$ cat src/rtl/nw_traceback_if.sv
// Score-memory read port and alignment-op stream of the NW traceback unit.
// master = traceback side, slave = score memory / op consumer side.
interface nw_traceback_if #(
   parameter int unsigned AWIDTH = 4,
   parameter int unsigned SWIDTH = 16
);
   logic              rd_en;
   logic [AWIDTH-1:0] rd_row;
   logic [AWIDTH-1:0] rd_col;
   logic [SWIDTH-1:0] rd_score;
   logic              op_valid;
   logic              op_ready;
   logic [1:0]        op;
   logic              op_last;

   modport master (
      output rd_en, rd_row, rd_col, op_valid, op, op_last,
      input  rd_score, op_ready
   );

   modport slave (
      input  rd_en, rd_row, rd_col, op_valid, op, op_last,
      output rd_score, op_ready
   );
endinterface

$ cat src/rtl/nw_traceback.sv
// Needleman-Wunsch traceback: walks the filled score matrix from (len1,len2) back to (0,0),
// streaming one alignment op per step (end of alignment first) and reporting the final score.
module nw_traceback #(
   parameter int unsigned MAX_LENGTH = 10,
   parameter int unsigned AWIDTH     = 4,
   parameter int unsigned CWIDTH     = 2,
   parameter int unsigned SWIDTH     = 16,
   parameter int          MATCH      = 1,
   parameter int          MISMATCH   = -1,
   parameter int          INDEL      = -1
) (
   input  logic                         clk,
   input  logic                         rst,
   input  logic                         start,
   input  logic [AWIDTH-1:0]            len1,
   input  logic [AWIDTH-1:0]            len2,
   input  logic [MAX_LENGTH*CWIDTH-1:0] s1,
   input  logic [MAX_LENGTH*CWIDTH-1:0] s2,
   nw_traceback_if.master               bus,
   output logic [SWIDTH-1:0]            final_score,
   output logic                         busy,
   output logic                         done,
   output logic                         err
);

   localparam logic [1:0] OpMatch    = 2'b00;
   localparam logic [1:0] OpMismatch = 2'b01;
   localparam logic [1:0] OpUp       = 2'b10;
   localparam logic [1:0] OpLeft     = 2'b11;

   localparam logic [AWIDTH-1:0]        MaxLen = AWIDTH'(MAX_LENGTH);
   localparam logic signed [SWIDTH:0]   WMatch = (SWIDTH+1)'(MATCH);
   localparam logic signed [SWIDTH:0]   WMis   = (SWIDTH+1)'(MISMATCH);
   localparam logic signed [SWIDTH:0]   WIndel = (SWIDTH+1)'(INDEL);

   typedef enum logic [2:0] {
      StIdle, StRdCur, StCapCur, StRdNbr, StDecide, StEmit, StFin
   } state_e;

   state_e                    state_q, state_d;
   logic [AWIDTH-1:0]         i_q, i_d, j_q, j_d;
   logic [1:0]                cnt_q, cnt_d;
   logic signed [SWIDTH-1:0]  cur_q, cur_d, diag_q, diag_d, up_q, up_d;
   logic [SWIDTH-1:0]         final_q, final_d;
   logic [1:0]                op_q, op_d;
   logic                      last_q, last_d;
   logic                      err_q, err_d;

   logic [CWIDTH-1:0]         c1, c2;
   logic [1:0]                bnd_op;
   logic [AWIDTH-1:0]         bnd_i, bnd_j;
   logic                      bnd_last;
   logic signed [SWIDTH:0]    cur_x, diag_x, up_x, left_x, diag_w;
   logic                      hit_diag, hit_up, hit_left;

   always_ff @(posedge clk or posedge rst) begin
      if (rst) begin
         state_q <= StIdle;
         i_q     <= '0;
         j_q     <= '0;
         cnt_q   <= '0;
         cur_q   <= '0;
         diag_q  <= '0;
         up_q    <= '0;
         final_q <= '0;
         op_q    <= '0;
         last_q  <= 1'b0;
         err_q   <= 1'b0;
      end else begin
         state_q <= state_d;
         i_q     <= i_d;
         j_q     <= j_d;
         cnt_q   <= cnt_d;
         cur_q   <= cur_d;
         diag_q  <= diag_d;
         up_q    <= up_d;
         final_q <= final_d;
         op_q    <= op_d;
         last_q  <= last_d;
         err_q   <= err_d;
      end
   end

   // Characters s1[i-1] and s2[j-1] for the current cell.
   always_comb begin
      c1 = '0;
      c2 = '0;
      for (int n = 0; n < int'(MAX_LENGTH); n++) begin
         if (n + 1 == int'(i_q)) c1 = s1[n*CWIDTH +: CWIDTH];
         if (n + 1 == int'(j_q)) c2 = s2[n*CWIDTH +: CWIDTH];
      end
   end

   // Step along row 0 or column 0; only meaningful when exactly one index is zero.
   always_comb begin
      bnd_op   = (j_q == '0) ? OpUp : OpLeft;
      bnd_i    = (j_q == '0) ? i_q - 1'b1 : i_q;
      bnd_j    = (j_q == '0) ? j_q : j_q - 1'b1;
      bnd_last = (bnd_i == '0) && (bnd_j == '0);
   end

   // One extra bit so neighbour + weight can never wrap.
   always_comb begin
      cur_x    = (SWIDTH+1)'(cur_q);
      diag_x   = (SWIDTH+1)'(diag_q);
      up_x     = (SWIDTH+1)'(up_q);
      left_x   = (SWIDTH+1)'(signed'(bus.rd_score));
      diag_w   = (c1 == c2) ? WMatch : WMis;
      hit_diag = (cur_x == diag_x + diag_w);
      hit_up   = (cur_x == up_x + WIndel);
      hit_left = (cur_x == left_x + WIndel);
   end

   always_comb begin
      state_d    = state_q;
      i_d        = i_q;
      j_d        = j_q;
      cnt_d      = cnt_q;
      cur_d      = cur_q;
      diag_d     = diag_q;
      up_d       = up_q;
      final_d    = final_q;
      op_d       = op_q;
      last_d     = last_q;
      err_d      = err_q;
      bus.rd_en  = 1'b0;
      bus.rd_row = '0;
      bus.rd_col = '0;
      bus.op_valid = 1'b0;

      unique case (state_q)
         StIdle: begin
            if (start) begin
               i_d   = len1;
               j_d   = len2;
               err_d = 1'b0;
               if (len1 > MaxLen || len2 > MaxLen) begin
                  err_d   = 1'b1;
                  state_d = StFin;
               end else begin
                  state_d = StRdCur;
               end
            end
         end
         StRdCur: begin
            bus.rd_en  = 1'b1;
            bus.rd_row = i_q;
            bus.rd_col = j_q;
            state_d    = StCapCur;
         end
         StCapCur: begin
            cur_d   = signed'(bus.rd_score);
            final_d = bus.rd_score;
            if (i_q == '0 && j_q == '0) begin
               state_d = StFin;
            end else if (i_q != '0 && j_q != '0) begin
               cnt_d   = '0;
               state_d = StRdNbr;
            end else begin
               op_d    = bnd_op;
               last_d  = bnd_last;
               i_d     = bnd_i;
               j_d     = bnd_j;
               state_d = StEmit;
            end
         end
         StRdNbr: begin
            // Issue diag, up, left back-to-back; each datum lands on the following cycle.
            bus.rd_en = 1'b1;
            cnt_d     = cnt_q + 2'd1;
            case (cnt_q)
               2'd0: begin
                  bus.rd_row = i_q - 1'b1;
                  bus.rd_col = j_q - 1'b1;
               end
               2'd1: begin
                  bus.rd_row = i_q - 1'b1;
                  bus.rd_col = j_q;
                  diag_d     = signed'(bus.rd_score);
               end
               default: begin
                  bus.rd_row = i_q;
                  bus.rd_col = j_q - 1'b1;
                  up_d       = signed'(bus.rd_score);
                  state_d    = StDecide;
               end
            endcase
         end
         StDecide: begin
            if (hit_diag) begin
               op_d    = (c1 == c2) ? OpMatch : OpMismatch;
               last_d  = (i_q == AWIDTH'(1)) && (j_q == AWIDTH'(1));
               i_d     = i_q - 1'b1;
               j_d     = j_q - 1'b1;
               cur_d   = diag_q;
               state_d = StEmit;
            end else if (hit_up) begin
               op_d    = OpUp;
               last_d  = 1'b0;
               i_d     = i_q - 1'b1;
               cur_d   = up_q;
               state_d = StEmit;
            end else if (hit_left) begin
               op_d    = OpLeft;
               last_d  = 1'b0;
               j_d     = j_q - 1'b1;
               cur_d   = signed'(bus.rd_score);
               state_d = StEmit;
            end else begin
               err_d   = 1'b1;
               state_d = StFin;
            end
         end
         StEmit: begin
            bus.op_valid = 1'b1;
            if (bus.op_ready) begin
               if (i_q == '0 && j_q == '0) begin
                  state_d = StFin;
               end else if (i_q != '0 && j_q != '0) begin
                  cnt_d   = '0;
                  state_d = StRdNbr;
               end else begin
                  op_d   = bnd_op;
                  last_d = bnd_last;
                  i_d    = bnd_i;
                  j_d    = bnd_j;
               end
            end
         end
         StFin: begin
            state_d = StIdle;
         end
         default: begin
            state_d = StIdle;
         end
      endcase
   end

   assign bus.op      = op_q;
   assign bus.op_last = last_q;
   assign final_score = final_q;
   assign err         = err_q;
   assign done        = (state_q == StFin);
   assign busy        = (state_q != StIdle) && (state_q != StFin);

endmodule

$ cat src/flat_wrapper.sv
// flat-port wrapper written by rule: the top's interface ports become plain ports
module nw_traceback_flat 
#(
   parameter int unsigned MAX_LENGTH = 10,
   parameter int unsigned AWIDTH     = 4,
   parameter int unsigned CWIDTH     = 2,
   parameter int unsigned SWIDTH     = 16,
   parameter int          MATCH      = 1,
   parameter int          MISMATCH   = -1,
   parameter int          INDEL      = -1
)
  (clk, rst, start, len1, len2, s1, s2, final_score, busy, done, err, bus_rd_en, bus_rd_row, bus_rd_col, bus_op_valid, bus_op, bus_op_last, bus_rd_score, bus_op_ready);
  nw_traceback_if #(.AWIDTH(AWIDTH), .SWIDTH(SWIDTH)) bus_i ();
  input  logic clk;
  input  logic rst;
  input  logic start;
  input  logic [AWIDTH-1:0] len1;
  input  logic [AWIDTH-1:0] len2;
  input  logic [MAX_LENGTH*CWIDTH-1:0] s1;
  input  logic [MAX_LENGTH*CWIDTH-1:0] s2;
  output logic [SWIDTH-1:0] final_score;
  output logic busy;
  output logic done;
  output logic err;
  output wire logic [$bits(bus_i.rd_en)-1:0] bus_rd_en;
  output wire logic [$bits(bus_i.rd_row)-1:0] bus_rd_row;
  output wire logic [$bits(bus_i.rd_col)-1:0] bus_rd_col;
  output wire logic [$bits(bus_i.op_valid)-1:0] bus_op_valid;
  output wire logic [$bits(bus_i.op)-1:0] bus_op;
  output wire logic [$bits(bus_i.op_last)-1:0] bus_op_last;
  input wire logic [$bits(bus_i.rd_score)-1:0] bus_rd_score;
  input wire logic [$bits(bus_i.op_ready)-1:0] bus_op_ready;
  assign bus_rd_en = bus_i.rd_en;
  assign bus_rd_row = bus_i.rd_row;
  assign bus_rd_col = bus_i.rd_col;
  assign bus_op_valid = bus_i.op_valid;
  assign bus_op = bus_i.op;
  assign bus_op_last = bus_i.op_last;
  assign bus_i.rd_score = bus_rd_score;
  assign bus_i.op_ready = bus_op_ready;
  nw_traceback #(.MAX_LENGTH(MAX_LENGTH), .AWIDTH(AWIDTH), .CWIDTH(CWIDTH), .SWIDTH(SWIDTH), .MATCH(MATCH), .MISMATCH(MISMATCH), .INDEL(INDEL)) u_core (.clk(clk), .rst(rst), .start(start), .len1(len1), .len2(len2), .s1(s1), .s2(s2), .bus(bus_i), .final_score(final_score), .busy(busy), .done(done), .err(err));
endmodule
$ cat config.mk
export PLATFORM = sky130hd
export DESIGN_NAME = nw_traceback_flat
export DESIGN_NICKNAME = d
export VERILOG_FILES = /design/src/rtl/nw_traceback_if.sv /design/src/rtl/nw_traceback.sv /design/src/flat_wrapper.sv
export SDC_FILE = /design/constraint.sdc
export NUM_CORES = 1
export LEC_CHECK = 0
export CAP_MARGIN = 0
export CORE_UTILIZATION = 55
export CTS_CLUSTER_DIAMETER = 60
export DETAILED_ROUTE_END_ITERATION = 6
export GPL_ROUTABILITY_DRIVEN = 0
export GPL_TIMING_DRIVEN = 0
export PLACE_DENSITY = 0.78
export SYNTH_ARGS = -nofsm -noshare
export SYNTH_HDL_FRONTEND = slang
export SYNTH_SLANG_ARGS = --single-unit
$ cat constraint.sdc
create_clock -name clk -period 7.8 [get_ports clk]
set_input_delay 0.78 -clock clk [delete_from_list [all_inputs] [get_ports clk]]
set_output_delay 0.78 -clock clk [all_outputs]
set_load 0.005 [all_outputs]
### Word level (Yosys, flattened, before mapping)

Cells that the tools add are included.
W data, S select, Z words.

| word-level totals | value |
|---|---|
| bits in registers | 81 |
| input port bits | 68 |

| cells by class | value |
|---|---|
| $add $sub $neg | 6 |
| magnitude comparators | 2 |
| equality and inequality tests | 45 |
| mux-type cells | 86 |
| bitwise gates (word level) | 1 |
| reduce and logical (&&, ||, !) cells | 31 |

Operator list:

| kind | number |
|---|---|
| $mux W4 | 17 |
| $mux W2 | 30 |
| $eq A4 B4 Y1 const A | 14 |
| $eq A16 B17 Y1 | 3 |
| $mux W16 | 3 |
| $add A16 B1 Y17 const B | 2 |
| $pmux W16 S2 | 1 |
| $pmux W4 S4 | 2 |
| $mux W3 | 10 |
| $pmux W3 S6 | 1 |
| $add A16 B17 Y17 | 1 |
| $mux W17 | 1 |
| $eq A3 B4 Y1 const A | 4 |
| $logic_not A4 Y1 | 4 |
| $pmux W4 S2 | 2 |
| $mux W1 | 15 |
| $ne A2 B2 Y1 const B | 6 |
| $pmux W2 S3 | 2 |
| $reduce_bool A4 Y1 | 3 |
| $reduce_and A5 Y1 | 2 |
| $eq A3 B3 Y1 const B | 3 |
| $ne A3 B1 Y1 const B | 3 |
| $reduce_bool A3 Y1 | 3 |
| $eq A2 B4 Y1 const A | 2 |
| other kinds (23) | 37 |

### Logic depth before layout (Yosys ltp)

| depth | value |
|---|---|
| word-level depth | 17 |
| mapped depth | 25 |
| depth with buffers taken out | 21 |

### Worst setup path before layout

No wires, ideal clock.

| timing path | value |
|---|---|
| path kind | flip-flop to flip-flop |
| from | register u_core.j_q[0] |
| to | register u_core.cur_q[0] |
| arrival | 5.772 ns |
| data required time | 7.675 ns |
| slack | 1.903 ns |
| stages on the path, launching flop included | 25 |
| buffers on the path | 4 |
| period minus slack after synthesis | 5.897 ns |
| path through | dfrtp_1 clkbuf_1 inv_1 ha_1 nor2b_1 a22oi_1 o21ai_0 mux4_2 o21ai_0 xnor2_1 nand2_1 ha_1 buf_2 xor2_1 nor2_1 a2111o_1 a2111o_1 nor4_2 nand3_1 a211oi_4 nor2b_1 buf_2 buf_6 a221o_1 mux2_2 |

| between the ends | value |
|---|---|
| cells in the longest elaborated chain, start to end | 17 |

Ends and longest elaborated chain:

| item | RTL line | RTL |
|---|---|---|
| start, declared | nw_traceback.sv:41 | `logic [AWIDTH-1:0] i_q, i_d, j_q, j_d;` |
| start signal, assigned | nw_traceback.sv:72 | `j_q <= j_d;` |
| $eq A2 B4 Y1 | nw_traceback.sv:90 | `if (n + 1 == int'(j_q)) c2 = s2[n*CWIDTH +: CWIDTH];` |
| $mux W2 (9 in series) | nw_traceback.sv:90 |  |
| $mux W2 * | nw_traceback.sv:90 |  |
| $eq A2 B2 Y1 * | nw_traceback.sv:108 | `diag_w = (c1 == c2) ? WMatch : WMis;` |
| $mux W17 * | nw_traceback.sv:108 |  |
| $add A16 B17 Y17 * | nw_traceback.sv:109 | `hit_diag = (cur_x == diag_x + diag_w);` |
| $eq A16 B17 Y1 * | nw_traceback.sv:109 |  |
| $ne A4 B1 Y1 (no line) / $mux W16 (equally long branches) | n/a |  |
| $reduce_and A2 Y1 (no line) / $pmux W16 S2 (equally long branches) | n/a |  |
| end signal, assigned | nw_traceback.sv:74 | `cur_q <= cur_d;` |
| end, declared | nw_traceback.sv:43 | `logic signed [SWIDTH-1:0] cur_q, cur_d, diag_q, diag_d, up_q, up_d;` |

Mark *: on every way between the ends. The rest lies on a longest branch, timed or not.
A chain may end at the register's enable or synchronous reset.

### Final worst setup path

Same ends and word-level chain as after synthesis.

==> metrics.txt <==
Hold Path Depth 2; total grt overflow 0; Die ar. between 0.01 and 0.015 mm²; DRC Markers 0; WL per Instance 19.1 µm; vias 6975; # rows 40; reg2reg setup slack 390 ps; Setup crit start kind register; final net count roughly 1k; WP data arrival 7640 ps; Clock transition at path regs ~60 ps; TritonCTS clock tree done; Die Wd around 110 µm; Avg Inst Size Synth about 8.5 µm²; Setup crit end u_core.cur_q[0]; max frequency 135 MHz; Synth Flop Type dfrtp_1; Die Y ~110 µm; Final period util 0.951; Synth cell types between 70 and 80; critical path required time roughly 8000 ps; sequential share of the synthesized area 0.293; # setup viols final 0; clock buffer depth 2; Final Cell Area between 0.008 and 0.009 mm²; critical path class register to register; Antenna diodes 0; Layout area overhead 21.0%; vias in the first global route 6671; worst r2r src u_core.j_q[0]; CP Capture Type register; total clock sinks between 80 and 90; Setup crit start u_core.j_q[0]; Reg2Reg Capture Point u_core.cur_q[0]; Final Skew approximately 11 ps; pin count of the biggest net entering global routing 61; placed cells approximately 1.1k; worst r2r path cells 23; drt total wl 20800 µm; Crit Path Max Fanout 19; net count after synthesis about 900; DRT antenna net count 0; number of synthesized register bits 81; H-tree level count 3; insertion delay to the later sink of the worst-skew pair approximately 340 ps; clock root buffer clkbuf_16; max-slew violations 0; Tightest Pin Transition between 1000 and 1500 ps; I/O pins 100; post-CTS setup repair buffer count 0; Max Cap Violations 0; initial antenna violation count 0; port bufs just over 90; Num CTS Buffers 9; outcome completed; HP Class register to register; YS warnings 0; routed vias/inst about 6.4; DRT iter0 DRCs approximately 740; Period minus WS final about 7400 ps; Placed Area around 0.0081 mm²; share of cells above drive strength 1 0.0932; headroom to the max-slew limit 0.269; final count of hold timing violations 0; TNS Setup 0 ps; initial core utilization 0.570; RSZ-0062 raised after global routing no; first-pass GRT wire length around 33000 µm; Post-Synthesis Cells 814; Post-synth ARST share 1.00; Total GRT Usage 0.325; Finished Layout Cells about 1.1k; drt first pass iters 5; DP HPWL 15900 µm; Post-synth EDFFs 0; area of the mapped netlist just under 0.007 mm²; Core Area about 0.012 mm²
cells in the final DEF, fill, tap and decap left out, types with 8 or more instances in the layout:
| cell | instances |
|---|---|
| mux2i_1 | 9 |
| nor2_1 | 65 |
| xnor2_1 | 45 |
| clkbuf_16 | 9 |
| a21oi_1 | 46 |
| clkdlybuf4s50_1 | 92 |
| and2_1 | 11 |
| o211ai_1 | 8 |
| nand2b_1 | 11 |
| ha_1 | 31 |
| nor3_1 | 21 |
| inv_1 | 36 |
| nor4_1 | 10 |
| nand4_1 | 10 |
| o21ai_0 | 53 |
| xor2_1 | 22 |
| dfrtp_1 | 81 |
| a22oi_1 | 8 |
| a31oi_1 | 14 |
| mux2_2 | 46 |
| or3_1 | 14 |
| nand2_1 | 63 |
| clkbuf_1 | 37 |
| a221o_1 | 9 |
| nor2b_1 | 18 |
| nand3_1 | 19 |
cells in the mapped netlist (all sizes together) (3+ instances only):
cell type,instances,share of area
nor3,21,0.015
inv,37,0.020
xnor2,46,0.059
nor4b,5,0.0072
xor2,22,0.028
a222oi,7,0.010
nand2b,11,0.0099
a21oi,46,0.033
o31ai,3,0.0033
or4,6,0.0065
a2111o,3,0.0049
mux2,47,0.076
mux4,3,0.0098
mux2i,9,0.013
and2,11,0.0099
o22ai,5,0.0045
a31oi,14,0.013
o2bb2ai,5,0.0063
o21ai,56,0.040
a221o,9,0.013
a211oi,9,0.012
nand3,19,0.014
dfrtp,81,0.29
or3,14,0.013
a22o,3,0.0038
nor4,11,0.011
buf,10,0.0078
clkbuf,37,0.020
o211ai,8,0.0087
a221oi,4,0.0051
a22oi,8,0.0087
and3,4,0.0036
nor2b,18,0.016
nand2,63,0.034
a2111oi,4,0.0060
nand3b,3,0.0033
or2,4,0.0036
nand4,10,0.0090
a21o,6,0.0065
o221ai,4,0.0051
ha,31,0.056
nor2,66,0.036
sequential cells by signal (all words and copies together) (netlist names):
signal / flops
u_core.bus.op: 2
u_core.j_q: 4
u_core.bus.op_last: 1
u_core.cnt_q: 2
u_core.cur_q: 16
u_core.up_q: 16
u_core.err: 1
u_core.diag_q: 16
u_core.state_q: 3
u_core.final_score: 16
u_core.i_q: 4
critical path: stages (launching register included):
cell and delay (ps):
dfrtp_1 370, clkbuf_1 270, inv_1 120, ha_1 310, nor2b_1 210, a22oi_1 160, o21ai_0 90, mux4_2 450
o21ai_0 210, xnor2_1 160, nand2_1 590, ha_1 560, buf_2 190, xor2_1 280, nor2_1 120, a2111o_1 440
a2111o_1 370, nor4_2 390, nand4_1 210, a211oi_1 430, o21ai_1 350, clkbuf_1 390, a221o_1 360, mux2_2 260
per-layer routing:
layer,GRT usage,vias to the layer above,part of all wire
met5,0,-,0
met4,0.142,0,0.037
met2,0.506,367,0.45
met3,0.0556,58,0.088
met1,0.445,3346,0.43
li1,-,3204,-
cells by family (layout without fill, tap and decap cells):
| kind of cell | after synthesis | count (layout) | synth area share |
|---|---|---|---|
| compound gates | 214 | 214 | 0.210 |
| buf+inv | 85 | 194 | 0.0484 |
| fa+ha+maj | 32 | 32 | 0.0589 |
| xor+xnor | 68 | 68 | 0.0871 |
| simple gates | 275 | 275 | 0.204 |
| mux | 59 | 59 | 0.0992 |
| flops | 81 | 81 | 0.293 |
through the flow:
stage               setup WS, ps  hold WS, ps   util
finish                       385          479  0.689
global route                57.0          525  0.689
CTS                          496          484  0.689
detailed placement           522          469  0.665
global placement             736          460  0.663
floorplan                   1900          473      -
repair_timing:
item,4_1_cts,5_1_grt
gates resized for setup,0,1
hold buffers,0,0
setup endpoints to repair,0,6
how the worst min path moves through the flow:
stage,start,end,slack [ps]
final,u_core.final_score[15],u_core.final_score[15],480
after global routing,u_core.final_score[11],u_core.final_score[11],530
after CTS,u_core.final_score[15],u_core.final_score[15],480
after detailed placement,u_core.final_score[15],u_core.final_score[15],470
after global placement,u_core.final_score[15],u_core.final_score[15],460
after floorplan,u_core.final_score[0],u_core.final_score[0],470
final cells by class:
type	instances	area, µm²
Sequential cell	81	2030
Tap cell	168	210
Inverter	38	145
Clock inverter	5	37.5
Clock buffer	11	253
Fill cell	1010	3780
Multi-Input combinational cell	648	4570
Timing Repair Buffer	93	948
Buffer	47	193
Power is left out: the tool's default activity adds up to more than one toggle a clock period on the data nets, which glitch-free logic cannot reach.
